`src/rtl/softmax_seq_ctrl.sv`:
```
// Sequencing controller around a combinational softmax datapath: it collects a frame of
// logits, waits for the datapath to settle, then drains the results and reports their argmax.
module softmax_seq_ctrl #(
    parameter int DATAWIDTH = 11,
    parameter int ROWS      = 10,
    parameter int SETTLE    = 1
) (
    input  logic                          clk,
    input  logic                          rst_n,
    input  logic                          frame_clear,
    input  logic                          in_valid,
    output logic                          in_ready,
    input  logic [DATAWIDTH-1:0]          in_data,
    output logic [ROWS*DATAWIDTH-1:0]     sm_in,
    input  logic [ROWS*DATAWIDTH-1:0]     sm_out,
    output logic                          out_valid,
    input  logic                          out_ready,
    output logic [DATAWIDTH-1:0]          out_data,
    output logic [$clog2(ROWS)-1:0]       out_index,
    output logic                          out_last,
    output logic [$clog2(ROWS)-1:0]       argmax,
    output logic                          argmax_valid,
    output logic                          busy
);

    localparam int              IW       = $clog2(ROWS);
    localparam logic [IW-1:0]   LAST_IDX = IW'(ROWS - 1);

    typedef enum logic [1:0] {
        ST_COLLECT,
        ST_SETTLE,
        ST_DRAIN
    } state_t;

    state_t                       r_state;
    logic [IW-1:0]                r_cnt;
    logic [IW-1:0]                r_idx;
    logic [3:0]                   r_settle;
    logic signed [DATAWIDTH-1:0]  r_logit  [ROWS];
    logic signed [DATAWIDTH-1:0]  r_result [ROWS];
    logic signed [DATAWIDTH-1:0]  r_max_val;
    logic [IW-1:0]                r_max_idx;
    logic [IW-1:0]                r_argmax;
    logic                         r_argmax_valid;

    logic signed [DATAWIDTH-1:0]  w_cur;
    logic                         w_new_max;
    logic [IW-1:0]                w_max_idx_nxt;

    // The first drained element seeds the running max; afterwards only a strictly larger
    // value moves it, so ties resolve to the lowest index.
    assign w_cur         = r_result[r_idx];
    assign w_new_max     = (r_idx == '0) || (w_cur > r_max_val);
    assign w_max_idx_nxt = w_new_max ? r_idx : r_max_idx;

    always_ff @(posedge clk) begin
        if (!rst_n) begin
            r_state        <= ST_COLLECT;
            r_cnt          <= '0;
            r_idx          <= '0;
            r_settle       <= '0;
            r_max_val      <= '0;
            r_max_idx      <= '0;
            r_argmax       <= '0;
            r_argmax_valid <= 1'b0;
            // NOTE: the logit and result arrays are deliberately reset, because sm_in must
            // read zero after reset; this costs a reset on every storage flop.
            for (int i = 0; i < ROWS; i++) begin
                r_logit[i]  <= '0;
                r_result[i] <= '0;
            end
        end else begin
            r_argmax_valid <= 1'b0;
            if (frame_clear) begin
                r_state  <= ST_COLLECT;
                r_cnt    <= '0;
                r_idx    <= '0;
                r_settle <= '0;
            end else begin
                case (r_state)
                    ST_COLLECT: begin
                        if (in_valid) begin
                            r_logit[r_cnt] <= in_data;
                            if (r_cnt == LAST_IDX) begin
                                r_cnt    <= '0;
                                r_settle <= 4'(SETTLE);
                                r_state  <= ST_SETTLE;
                            end else begin
                                r_cnt <= r_cnt + 1'b1;
                            end
                        end
                    end
                    ST_SETTLE: begin
                        r_settle <= r_settle - 1'b1;
                        if (r_settle <= 4'd1) begin
                            for (int i = 0; i < ROWS; i++) begin
                                r_result[i] <= sm_out[i*DATAWIDTH +: DATAWIDTH];
                            end
                            r_settle <= '0;
                            r_state  <= ST_DRAIN;
                        end
                    end
                    ST_DRAIN: begin
                        if (out_ready) begin
                            r_max_idx <= w_max_idx_nxt;
                            if (w_new_max) begin
                                r_max_val <= w_cur;
                            end
                            if (r_idx == LAST_IDX) begin
                                r_argmax       <= w_max_idx_nxt;
                                r_argmax_valid <= 1'b1;
                                r_idx          <= '0;
                                r_state        <= ST_COLLECT;
                            end else begin
                                r_idx <= r_idx + 1'b1;
                            end
                        end
                    end
                    default: r_state <= ST_COLLECT;
                endcase
            end
        end
    end

    for (genvar g = 0; g < ROWS; g++) begin : g_pack
        assign sm_in[g*DATAWIDTH +: DATAWIDTH] = r_logit[g];
    end

    assign in_ready     = (r_state == ST_COLLECT);
    assign out_valid    = (r_state == ST_DRAIN);
    assign out_data     = w_cur;
    assign out_index    = r_idx;
    assign out_last     = (r_state == ST_DRAIN) && (r_idx == LAST_IDX);
    assign argmax       = r_argmax;
    assign argmax_valid = r_argmax_valid;
    assign busy         = !((r_state == ST_COLLECT) && (r_cnt == '0));

endmodule

```
`config.mk`:
```
export PLATFORM = sky130hd
export DESIGN_NAME = softmax_seq_ctrl
export DESIGN_NICKNAME = d
export VERILOG_FILES = /design/src/rtl/softmax_seq_ctrl.sv
export SDC_FILE = /design/constraint.sdc
export NUM_CORES = 1
export LEC_CHECK = 0
export BUFFER_PORTS_ARGS = -buffer_cell sky130_fd_sc_hd__buf_2
export CAP_MARGIN = 5
export CORE_ASPECT_RATIO = 0.6
export CORE_MARGIN = 2
export CORE_UTILIZATION = 35
export CTS_CLUSTER_SIZE = 25
export DETAILED_ROUTE_END_ITERATION = 16
export GPL_TIMING_DRIVEN = 0
export MAX_ROUTING_LAYER = met4
export PLACE_DENSITY = 0.59
export SYNTH_ARGS = -nofsm -noshare
export SYNTH_HDL_FRONTEND = slang
export SYNTH_SLANG_ARGS = --single-unit
```
`constraint.sdc`:
```
create_clock -name clk -period 9.55 [get_ports clk]
set_input_delay 0.4775 -clock clk [delete_from_list [all_inputs] [get_ports clk]]
set_output_delay 0.4775 -clock clk [all_outputs]
set_load 0.01 [all_outputs]
```
==> run summary <==
LEAKAGE -> 5.48 nW
RSZ-0062 raised after global routing -> no
Chip height -> 140 um
Nets -> 1235
Final period util -> 42.8%
IO Count -> 260
Cells after synthesis -> 803
Worst Hold Margin -> 217 ps
Htree depth -> 1
WP data arrival -> 4540 ps
Syn-to-layout area delta -> 26.3%
Fraction of registers with async set/reset -> 0%
Min Tclk post-route -> 4080 ps
Die Area -> 32200 um2
Max frequency -> 245 MHz
TritonCTS clock tree -> yes
Syn Area/Cell -> 13.4 um2
PwrDens -> 179 nW/um2
Clock slew at reported path FFs -> 70 ps
Bufs on Longest Clock Path -> 3
Final wirelength -> 28900 um
Worst slack, placed -> 5430 ps
Post-placement cell count -> 1476
Setup violators final -> 0
Final max-slew violation count -> 0
Clk sink count -> 258
Latest clock arrival within the worst-skew pair -> 530 ps
Initial antenna violation count -> 1
CP max stage delay -> 620 ps
Total Power -> 2.44 mW
Die width -> 230 um
GRT overflow -> 0
Vias per Instance -> 4.73
Relative slew slack -> 46.5%
DR WL/cell -> 18.9 um
GPL Wtd Cong -> 0.798
Post-synth EDFFs -> 220
Finished Layout Cells -> 1525
Max VDD drop -> 0.102 mV
Post-synthesis net count -> 942
Setup CP Type -> flop to flop
Post-synthesis cell area -> 10800 um2
Crit-path cells -> buf_2 -> buf_2 -> mux4_2 -> a22oi_1 -> nand2_1 -> ha_1 -> nand4_1 -> nor3_2 -> a221oi_2 -> a221o_2 -> a21oi_4 -> buf_12 -> mux2i_1
Vias in the first global route -> 7015
Cell variety after synth -> 45
Critical Path Fanout Max -> 10
GRT Util Overall -> 18.3%
Crit path capture type -> flop
Top FF cell, synth -> edfxtp_1
Post-DP Area -> 12700 um2
Clock Skews -> 13.9 ps
DR vias -> 7217
Starting DRT DRC Count -> 428
Count of state elements after synthesis -> 258
Core region area -> 30100 um2
# DRC -> 0
Number of buffers added on ports -> 259
Final-report hold violation count -> 0
PostCTS Resize Cnt -> 0
Critical Path Slowest Stage Cell -> mux4_2
Antenna-violating nets left -> 0
Hpwl dp -> 21600 um
Status -> complete, no violations
Core Rows -> 49
# hold bufs at CTS -> 0
Starting Density -> 35.8%
Pin count of the biggest net entering global routing -> 27
Setup bufs post-CTS -> 0
Setup WS post-layout -> 5470 ps
Worst Path Required -> 10010 ps
Final core utilization -> 45.2%
Worst Hold Class -> input pin to flop
Final design area excluding fillers -> 13600 um2
Yosys warning total -> 0
Slew @ Worst Pin -> 803 ps
CP startpoint kind -> flop
Max-cap check violation count -> 0
Router iterations before antenna repair -> 5
First-pass GRT wire length -> 43000 um
CTS Buf Count -> 26
Setup TNS -> 0 ps
Root Buffer -> clkbuf_16
Ratio of cells with drive above 1 in the final layout -> 32.3%
Cell mode on critical path -> buf_2
Seq/Total Area, Yosys -> 68.4%
routing by layer:
metal / GRT usage (%) / up-vias / routed length, um
met1: 27.1 / 3557 / 14100
li1: - / 3425 / -
met3: 4.55 / 32 / 1950
met5: - / - / 0
met4: 3.87 / 0 / 408
met2: 25.3 / 203 / 12400
worst max-delay path: cells and delay by family, from the launching register on:
family                     cells  cell delay [ps]
adders and majority gates      1              360
DFF                            1              300
buffers and inverters          3              850
muxes                          2              800
AOI/OAI and AO/OA              4             1120
and+or+nand+nor                3              570
cell usage in the layout, fill, tap and decap left out, types with 22 or more instances in the layout:
cell | synthesis | routed
buf_2 | 15 | 274
edfxtp_1 | 220 | 220
and2_1 | 133 | 133
nor2_1 | 95 | 95
nand2_1 | 69 | 69
dfxtp_1 | 38 | 38
clkbuf_16 | 0 | 28
inv_1 | 27 | 27
clkbuf_1 | 24 | 26
mux4_2 | 22 | 22
cell type report:
class / count / area (um2)
fill: 2764 / 16500
sequential: 258 / 7370
multi-input combinational: 474 / 3110
timing repair buffer: 265 / 1410
clock buffer: 35 / 771
tap: 408 / 510
buffer: 44 / 204
clock inverter: 13 / 124
inverter: 27 / 101
antenna: 1 / 2.50
cell usage after synthesis, drive strengths merged, types with 13 or more instances:
| master | count | area [um2] |
|---|---|---|
| edfxtp | 220 | 6610 |
| and2 | 133 | 832 |
| nor2 | 98 | 385 |
| nand2 | 69 | 259 |
| dfxtp | 38 | 761 |
| inv | 27 | 101 |
| clkbuf | 24 | 90.1 |
| mux4 | 22 | 495 |
| buf | 20 | 114 |
| a21oi | 15 | 86.3 |
| o21ai | 15 | 75.1 |
| nand2b | 14 | 87.6 |
| ha | 13 | 163 |
| mux2i | 13 | 130 |
logic make-up (layout without fill, tap and decap cells):
family          after synthesis  count (layout)  share of synthesized area, %
compound gates               63              63                          3.90
xor+xnor                      4               4                         0.325
fa+ha+maj                    13              13                          1.51
buf+inv                      71             384                          2.83
flops                       258             258                          68.4
mux                          35              35                          5.81
other cells                   0               1                             0
simple gates                359             359                          17.2
path summary, 6_finish.rpt:
kind                start             end  slack [ps]  cells past startpoint
max                  flop    r_max_val[7]        5470                     13
min            sm_out[89]  r_result[8][1]         220                      2
min reg2reg  r_max_val[8]    r_max_val[8]         460                      2
max reg2reg          flop    r_max_val[7]        5470                     13
sequential cells by signal, summed over array words and instances, names as in the netlist, named ones only:
register	count
r_max_val	11
argmax	4
r_logit	110
r_settle	4
r_cnt	4
r_result	110
argmax_valid	1
out_index	4
r_max_idx	4
r_state	2
report_power, final:
part / switching (mW) / total [mW] / internal (mW)
logic: 0.0724 / 0.120 / 0.0475
clock network: 0.437 / 1.06 / 0.622
registers: 0.00928 / 1.26 / 1.25
(Power assumes the default switching activity.)
